$ cat config.mk
export PLATFORM = sky130hd
export DESIGN_NAME = core_seq_ctrl
export DESIGN_NICKNAME = d
export VERILOG_FILES = /design/src/rtl/core_seq_ctrl.sv
export SDC_FILE = /design/constraint.sdc
export NUM_CORES = 1
export LEC_CHECK = 0
export ABC_AREA = 1
export CORE_MARGIN = 4
export CORE_UTILIZATION = 45
export CTS_BUF_LIST = sky130_fd_sc_hd__clkbuf_4
export DETAILED_ROUTE_END_ITERATION = 16
export GPL_ROUTABILITY_DRIVEN = 0
export PLACE_DENSITY = 0.8
export SLEW_MARGIN = 0
export SYNTH_ARGS = -nofsm -noshare
export SYNTH_HDL_FRONTEND = slang
export SYNTH_SLANG_ARGS = --single-unit
$ cat constraint.sdc
create_clock -name clk -period 3 [get_ports clk]
set_clock_uncertainty 0.1 [all_clocks]
set_input_delay 0.3 -clock clk [delete_from_list [all_inputs] [get_ports clk]]
set_output_delay 0.3 -clock clk [all_outputs]
set_load 0.02 [all_outputs]
$ cat src/rtl/core_seq_ctrl.sv
// core_seq_ctrl: instruction sequencer for one attention core. It steps one run
//   through Q fill, K fill, kernel load, execute, OFIFO drain and PSUM readout.
//   Every output is registered, so each inst word appears one cycle after the
//   inputs that caused it were sampled.
// Ports: clk, reset (sync, active-high), start (run request pulse),
//   host_valid/host_ready (Q/K row handshake), fifo_valid (OFIFO row ready),
//   inst[16:0] (core instruction word), busy, done (end-of-run pulse),
//   phase[2:0] (FSM state).
// Optional: define CORE_SEQ_PERF_EN to add run_cycles[15:0] and stall_cycles[15:0].
module core_seq_ctrl #(
  parameter int col       = 8,
  parameter int nq        = 8,
  parameter int kload_gap = 2,
  parameter int norm_gap  = 9
) (
  input  logic        clk,
  input  logic        reset,
  input  logic        start,
  input  logic        host_valid,
  output logic        host_ready,
  input  logic        fifo_valid,
  output logic [16:0] inst,
  output logic        busy,
  output logic        done,
  output logic [2:0]  phase
`ifdef CORE_SEQ_PERF_EN
  ,
  output logic [15:0] run_cycles,
  output logic [15:0] stall_cycles
`endif
);

  localparam logic [2:0] IDLE  = 3'd0;
  localparam logic [2:0] QWR   = 3'd1;
  localparam logic [2:0] KWR   = 3'd2;
  localparam logic [2:0] KLOAD = 3'd3;
  localparam logic [2:0] EXEC  = 3'd4;
  localparam logic [2:0] DRAIN = 3'd5;
  localparam logic [2:0] NORM  = 3'd6;
  localparam logic [2:0] FIN   = 3'd7;

  localparam logic [3:0] NQ_LAST  = 4'(nq - 1);
  localparam logic [3:0] COL_LAST = 4'(col - 1);
  localparam logic [5:0] KL_END   = 6'(col + kload_gap - 1);
  localparam logic [5:0] NG_END   = 6'(norm_gap - 1);

  logic [2:0]  phase_q, phase_d;
  logic [3:0]  cnt_q, cnt_d;     // row / address counter
  logic [5:0]  step_q, step_d;   // cycle counter inside KLOAD and NORM
  logic        rd_q, rd_d;       // an OFIFO read is in flight (its pmem_wr is next)
  logic [16:0] inst_q, inst_d;
  logic        busy_q, busy_d;
  logic        done_q, done_d;
  logic        rdy_q, rdy_d;

  always_comb begin
    phase_d = phase_q;
    cnt_d   = cnt_q;
    step_d  = step_q;
    rd_d    = rd_q;
    inst_d  = '0;
    busy_d  = busy_q;
    done_d  = 1'b0;
    case (phase_q)
      IDLE: begin
        if (start) begin
          phase_d = QWR;
          busy_d  = 1'b1;
          cnt_d   = '0;
          step_d  = '0;
          rd_d    = 1'b0;
        end
      end
      QWR: begin
        if (host_valid) begin
          inst_d[4]     = 1'b1;
          inst_d[15:12] = cnt_q;
          cnt_d         = cnt_q + 4'd1;
          if (cnt_q == NQ_LAST) begin
            cnt_d   = '0;
            phase_d = KWR;
          end
        end
      end
      KWR: begin
        if (host_valid) begin
          inst_d[2]     = 1'b1;
          inst_d[15:12] = cnt_q;
          cnt_d         = cnt_q + 4'd1;
          if (cnt_q == COL_LAST) begin
            cnt_d   = '0;
            phase_d = KLOAD;
          end
        end
      end
      KLOAD: begin
        // First col steps stream kmem into the array, the rest are idle gap.
        if (step_q < 6'(col)) begin
          inst_d[6]     = 1'b1;
          inst_d[3]     = 1'b1;
          inst_d[15:12] = step_q[3:0];
        end
        if (step_q == KL_END) begin
          step_d  = '0;
          phase_d = EXEC;
        end else begin
          step_d = step_q + 6'd1;
        end
      end
      EXEC: begin
        inst_d[7]     = 1'b1;
        inst_d[5]     = 1'b1;
        inst_d[15:12] = cnt_q;
        cnt_d         = cnt_q + 4'd1;
        if (cnt_q == NQ_LAST) begin
          cnt_d   = '0;
          phase_d = DRAIN;
        end
      end
      DRAIN: begin
        // fifo_valid is ignored while a read is in flight: it may not yet
        // reflect the pop, so reads are spaced at least two cycles apart.
        if (rd_q) begin
          inst_d[0]    = 1'b1;
          inst_d[11:8] = cnt_q;
          rd_d         = 1'b0;
          cnt_d        = cnt_q + 4'd1;
          if (cnt_q == NQ_LAST) begin
            cnt_d   = '0;
            step_d  = '0;
            phase_d = NORM;
          end
        end else if (fifo_valid) begin
          inst_d[16] = 1'b1;
          rd_d       = 1'b1;
        end
      end
      NORM: begin
        if (step_q == 6'd0) begin
          inst_d[1]    = 1'b1;
          inst_d[11:8] = cnt_q;
        end
        if (step_q == NG_END) begin
          step_d = '0;
          cnt_d  = cnt_q + 4'd1;
          if (cnt_q == NQ_LAST) begin
            cnt_d   = '0;
            phase_d = FIN;
          end
        end else begin
          step_d = step_q + 6'd1;
        end
      end
      FIN: begin
        done_d  = 1'b1;
        busy_d  = 1'b0;
        phase_d = IDLE;
      end
      default: phase_d = IDLE;
    endcase
    rdy_d = (phase_d == QWR) || (phase_d == KWR);
  end

  always_ff @(posedge clk) begin
    if (reset) begin
      phase_q <= IDLE;
      cnt_q   <= '0;
      step_q  <= '0;
      rd_q    <= 1'b0;
      inst_q  <= '0;
      busy_q  <= 1'b0;
      done_q  <= 1'b0;
      rdy_q   <= 1'b0;
    end else begin
      phase_q <= phase_d;
      cnt_q   <= cnt_d;
      step_q  <= step_d;
      rd_q    <= rd_d;
      inst_q  <= inst_d;
      busy_q  <= busy_d;
      done_q  <= done_d;
      rdy_q   <= rdy_d;
    end
  end

  assign inst       = inst_q;
  assign busy       = busy_q;
  assign done       = done_q;
  assign phase      = phase_q;
  assign host_ready = rdy_q;

`ifdef CORE_SEQ_PERF_EN
  logic [15:0] run_cnt_q, run_cycles_q, stall_q;
  logic        stall_now;

  // A stall is a cycle the run could not advance for lack of input data.
  assign stall_now = (((phase_q == QWR) || (phase_q == KWR)) && !host_valid) ||
                     ((phase_q == DRAIN) && !rd_q && !fifo_valid);

  always_ff @(posedge clk) begin
    if (reset) begin
      run_cnt_q    <= '0;
      run_cycles_q <= '0;
      stall_q      <= '0;
    end else if ((phase_q == IDLE) && start) begin
      run_cnt_q <= '0;
      stall_q   <= '0;
    end else if (phase_q != IDLE) begin
      if (run_cnt_q != 16'hFFFF) run_cnt_q <= run_cnt_q + 16'd1;
      if (stall_now && (stall_q != 16'hFFFF)) stall_q <= stall_q + 16'd1;
      // FIN is the last busy cycle; latch the count including it.
      if (phase_q == FIN)
        run_cycles_q <= (run_cnt_q == 16'hFFFF) ? 16'hFFFF : run_cnt_q + 16'd1;
    end
  end

  assign run_cycles   = run_cycles_q;
  assign stall_cycles = stall_q;
`endif

endmodule

==> metrics.yaml, run 1 <==
hold_path:
  hold_path_class: "reg2reg"
layout:
  fillers: 320
  multi_input_area_um2: 855
  antenna_cells: 0
  seqCellArea_um2: 641
  drive_gt1_frac: 0.163
  area_delta_synth_final_pct: 23.3
  layout.nets: 260
routing:
  drt-vias-per-instance: 5.27
  drc_errors: 0
  final_antenna_net_count: 0
  wl_per_cell_um: 12.9
  first_iter_violations: 119
  drt_pass1_iterations: 4
  wl_mm: 3.83
  vias: 1571
yosys:
  netlist_area_um2: 1640
  synth-edff-count: 0
  synth_area_per_cell_um2: 7.37
  yosys_warnings: 0
  synth_nets: 231
  seq_area_frac_synth: 0.391
  synth-seq-cells: 32
  async_flop_share: 0
  ys.flop_type: "dfxtp_1"
  netlist-cell-type-count: 30
  synthCells: 222
setup_path:
  required_ps: 2600
  arrival_ps: 1690
  cp-end-kind: "output port"
  worst-path-buf-inv: 1
  critPathMaxFanout: 11
  cp-start-kind: "flip-flop"
  cpPeakStageDelay_ps: 710
  crit_type: "reg2out"
  path_cells: "clkdlybuf4s50_1"
  cpLargestDelayFamily: "buffers and inverters"
  cpMaxStageDelayCell: "clkdlybuf4s50_1"
global_routing:
  grt_overflow: 0
  grt.total_usage: 0.191
  use_met3: 0.0722
  grtUsageMet1: 0.245
  use_met2: 0.289
  grt_max_degree: 15
  antenna_found_initial: 0
  first_global_vias: 1467
  grt_pass1_wl_mm: 6.58
  busiest_layer: "met2"
clock_tree:
  root_buffer: "clkbuf_4"
  clk_latency_ps: 340
  h-tree-depth: 2
  cts_tree: "yes"
  clk_pin_slew_ps: 100
  clock-sinks: 32
  post_cts_buffers: 0
  cts_max_path_buffers: 2
  numCtsBuffers: 5
  hold_buffers: 0
  cts_resized: 0
die:
  core_um2: 3420
  start_util: 0.479
  core.rowCount: 21
  fp.dieH_um: 68.3
  io_pins: 28
  die_x_um: 68.3
  die_area_um2: 4670
sta:
  maxSlewHeadroom: 0.658
  fmax_mhz: 477
  drv_slew: 0
  worstMarginPinSlew_ps: 511
  rsz0062_at_grt: "no"
  finalCritPeriodShare: 0.698
  setup_viol: 0
  tns_ps: 0
  min_period_ps: 2090
  hold_viol_final: 0
pwr:
  power_mw: 0.854
  power_density_nw_per_um2: 423
  vdd_drop_max_v: 0.000303
  cellLeakagePower_nw: 0.860
job:
  maxCapViolCount: 0
run_status:
  outcome: "completed"
place:
  dpl.hpwl_mm: 2.74
  numPortBuffers: 27
-- area by class of cell --
cell class | instances | share of cell area
Tap cell | 46 | 0.0285
Sequential cell | 32 | 0.317
Inverter | 28 | 0.0533
Clock buffer | 6 | 0.0223
Clock inverter | 2 | 0.0174
Timing Repair Buffer | 28 | 0.138
Multi-Input combinational cell | 156 | 0.423
-- cells in the final DEF, fill, tap and decap left out, types with 4 or more instances in the layout --
master / count
nand2_1: 41
dfxtp_1: 32
nor2_1: 27
clkdlybuf4s50_1: 27
inv_1: 20
nand3_1: 17
a21oi_1: 17
nand2_2: 9
nor3_1: 8
inv_2: 6
clkbuf_4: 6
nor2_2: 4
o21ai_0: 4
ha_1: 4
-- kinds of logic after synthesis --
group | after synthesis | share of synthesized area
xor+xnor | 1 | 0.00535
simple gates | 121 | 0.381
fa+ha+maj | 4 | 0.0306
flops | 32 | 0.391
buf+inv | 34 | 0.0864
compound gates | 30 | 0.105
-- worst reg2reg max path: stages (launching register included) --
cell and delay (ps):
dfxtp_1 650, inv_2 170, nand2_1 120, nand2_2 80, a21oi_1 150, nand3_2 190, a21oi_1 180, nor2_1 50
-- stage by stage --
step	setup slack (ps)	std cells	hold WS, ps	cell area, um^2	util
final	905	298	377	2020	0.591
after global routing	814	298	416	2020	0.591
after CTS	904	298	386	2020	0.591
after detailed placement	1100	290	365	1940	0.567
after global placement	1150	290	366	1940	0.567
after floorplan	1470	222	343	1640	-
-- routing by layer --
layer  part of all wire  vias to the layer above
met3              0.088                       12
met2               0.44                       71
met5                  0                        -
met4              0.019                        0
met1               0.45                      706
li1                   -                      782
-- state kept, by name, indices dropped and copies added (netlist names) --
name        count
phase           3
busy            1
step_q          6
cnt_q           4
inst           15
rd_q            1
done            1
host_ready      1
-- synth_stat cells (all sizes together), types with 2 or more instances --
cell / number / area, um^2
clkbuf: 3 / 11.3
buf: 3 / 22.5
nand3: 22 / 150
ha: 4 / 50.1
nand4: 3 / 18.8
o211ai: 2 / 15.0
inv: 27 / 104
nor2: 34 / 169
a21oi: 19 / 103
nor3: 8 / 40.0
dfxtp: 32 / 641
nand2: 52 / 233
o21ai: 4 / 20.0
o22ai: 3 / 18.8
-- report_power, final --
part	leakage, nW	internal (mW)	total [mW]	switching (mW)
Combinational	0.555	0.0310	0.0854	0.0544
Sequential	0.259	0.431	0.437	0.00585
Clock	0.0456	0.184	0.332	0.148
Total	0.860	0.645	0.854	0.209
-- path summary, 6_finish.rpt --
path | cells after the start | startpoint | slack [ps] | end
min | 2 | busy | 380 | busy
max | 1 | phase[2] | 910 | phase[2]
min reg2reg | 2 | busy | 380 | busy
max reg2reg | 7 | phase[2] | 1180 | step_q[3]
Note: power is estimated with default switching activity, not from simulation.
==> run 2, diff against run 1 <==
==> constraint.sdc (replaced) <==
create_clock -name clk -period 2.1 [get_ports clk]
set_clock_uncertainty 0.1 [all_clocks]
set_input_delay 0.21 -clock clk [delete_from_list [all_inputs] [get_ports clk]]
set_output_delay 0.21 -clock clk [all_outputs]
set_load 0.02 [all_outputs]
==> run 2 against run 1 <==
Final cell count increased by 0.34%; largest power group unchanged; clock-buffer cell count did not move; sequential share of layout area up 0.26 points; clock power up 4%; sequential cell count stayed put.
==> metrics.yaml, run 2 (synthesis gave the netlist of run 1 again) <==
sta:
  tns_ps: 0  # unchanged
  hold_viol_final: 0  # unchanged
  finalCritPeriodShare: 0.954
  setup_viol: 0  # unchanged
  fmax_mhz: 499
  maxSlewHeadroom: 0.669  # was 0.658
  worstMarginPinSlew_ps: 496  # was 511 ps
  drv_slew: 0  # unchanged
  whs_ps: 328  # was 377 ps
  min_period_ps: 2000
  rsz0062_at_grt: "no"  # unchanged
layout:
  layout_common_cells: "nand2_1 (41), dfxtp_1 (32), nor2_1 (27), clkdlybuf4s50_1 (27), inv_1 (20)"  # unchanged
  drive_gt1_frac: 0.162  # was 0.163
  final_common_cell: "nand2_1"  # unchanged
  largest_register_ffs: 15  # unchanged
  fillers: 327  # was 320
  stdcell_area_um2: 2000  # was 2020 um^2
  antenna_cells: 0  # unchanged
  area_delta_synth_final_pct: 22.3  # was 23.3%
  layout.nets: 261  # was 260
setup_path:
  crit_cells: 1  # unchanged
  r2r_end: "step_q[0]"  # was step_q[3]
  r2r_start: "phase[2]"  # unchanged
  cp-end-kind: "output port"  # unchanged
  required_ps: 1790  # was 2600 ps
  r2r_slack_ps: 360  # was 1180 ps
  path_cells: "clkdlybuf4s50_1"  # unchanged
  critPathMaxFanout: 11  # unchanged
  cpPeakStageDelay_ps: 720  # was 710 ps
  crit_type: "reg2out"  # unchanged
  cpLargestDelayFamily: "buffers and inverters"  # unchanged
  cp-start-kind: "flip-flop"  # unchanged
  worst-path-buf-inv: 1  # unchanged
  crit_path_start: "phase[2]"  # unchanged
  r2r_cells: 7  # unchanged
  crit_end: "phase[2]"  # unchanged
  arrival_ps: 1690  # about the same
  cpMaxStageDelayCell: "clkdlybuf4s50_1"  # unchanged
pwr:
  power_density_nw_per_um2: 544  # was 423 nW/um^2
  power_frac_comb: 0.112  # was 0.100
  vdd_drop_max_v: 0.000338  # was 0.000303 V
  clkPwrFrac: 0.316  # was 0.389
  p_int_mw: 0.800  # was 0.645 mW
  cellLeakagePower_nw: 0.849  # was 0.860 nW
  p_sw_frac: 0.266  # was 0.244
  p_switching_mw: 0.290  # was 0.209 mW
  pwr-share-seq: 0.572  # was 0.511
clock_tree:
  clock-sinks: 32  # unchanged
  numCtsBuffers: 5  # unchanged
  cts_max_path_buffers: 2  # unchanged
  root_buffer: "clkbuf_4"  # unchanged
  hold_buffers: 0  # unchanged
  cts_resized: 0  # unchanged
  h-tree-depth: 2  # unchanged
  clk_pin_slew_ps: 90  # was 100 ps
  clk_latency_ps: 330  # was 340 ps
  post_cts_buffers: 0  # unchanged
  cts_tree: "yes"  # unchanged
global_routing:
  grt_max_degree: 18  # was 15
  antenna_found_initial: 0  # unchanged
  grt_overflow: 0  # unchanged
  first_global_vias: 1403  # was 1,467
  grt_pass1_wl_mm: 6.19  # was 6.58 mm
  grt.total_usage: 0.178  # was 0.191
routing:
  drt-vias-per-instance: 5.06  # was 5.27
  vias: 1513  # was 1,571
  drc_errors: 0  # unchanged
  wl_mm: 3.64  # was 3.83 mm
  first_iter_violations: 117  # was 119
  drt_pass1_iterations: 4  # unchanged
  wl_per_cell_um: 12.2  # was 12.9 um
  final_antenna_net_count: 0  # unchanged
die:
  io_pins: 28  # unchanged
  fp.dieH_um: 68.3  # unchanged
  die_x_um: 68.3  # unchanged
  start_util: 0.479  # unchanged
  core_um2: 3420  # unchanged
  core.rowCount: 21  # unchanged
  die_area_um2: 4670  # unchanged
place:
  numPortBuffers: 27  # unchanged
  dpl.hpwl_mm: 2.79  # was 2.74 mm
  placed_cell_area_um2: 1950  # was 1940 um^2
job:
  maxCapViolCount: 0  # unchanged
hold_path:
  hold_path_class: "in2reg"  # was reg2reg
  min-delay-start: "fifo_valid"  # was busy
run_status:
  outcome: "completed"  # unchanged
[run 2: power groups by stage]
stage | Sequential [mW] | Clock, mW | Combinational, mW
3_3_place_gp | 0.637 | 0 | 0.120
2_1_floorplan | 0.644 | 0 | 0.0749
4_1_cts | 0.623 | 0.358 | 0.121
3_5_place_dp | 0.637 | 0 | 0.120
5_1_grt | 0.625 | 0.380 | 0.134
6_report | 0.623 | 0.345 | 0.122
[run 2: stage by stage]
stage          cells  utilization  setup slack, ps  total power, mW
2_1_floorplan    222            -              572            0.719
3_3_place_gp     291        0.570              409            0.757
3_5_place_dp     291        0.570              393            0.758
4_1_cts          299        0.586             96.7             1.10
5_1_grt          299        0.586             22.4             1.14
6_report         299        0.586             96.0             1.09
[run 2: worst min-delay path by stage]
stage / to / slack [ps] / depth (start not counted)
3_5_place_dp: busy / 370 / 2
3_3_place_gp: busy / 360 / 2
2_1_floorplan: inst[16] / 250 / 2
4_1_cts: inst[16] / 310 / 3
6_report: inst[16] / 330 / 3
5_1_grt: inst[16] / 350 / 3
[run 2: routing by layer]
metal | vias to the layer above | track usage | share of wire
li1 | 776 | - | -
met1 | 685 | 0.214 | 0.45
met2 | 47 | 0.288 | 0.47
met3 | 5 | 0.0575 | 0.065
met4 | 0 | 0.0819 | 0.016
met5 | - | 0 | 0
[run 2: final cells by class]
class	instances	area, um^2	area share
inverters	28	108	0.0537
well taps	46	57.6	0.0287
multi-input cells	156	855	0.427
clock buffers	6	45.0	0.0225
repair buffers	29	285	0.143
clock inverters	2	11.3	0.00563
flip-flops and latches	32	641	0.320
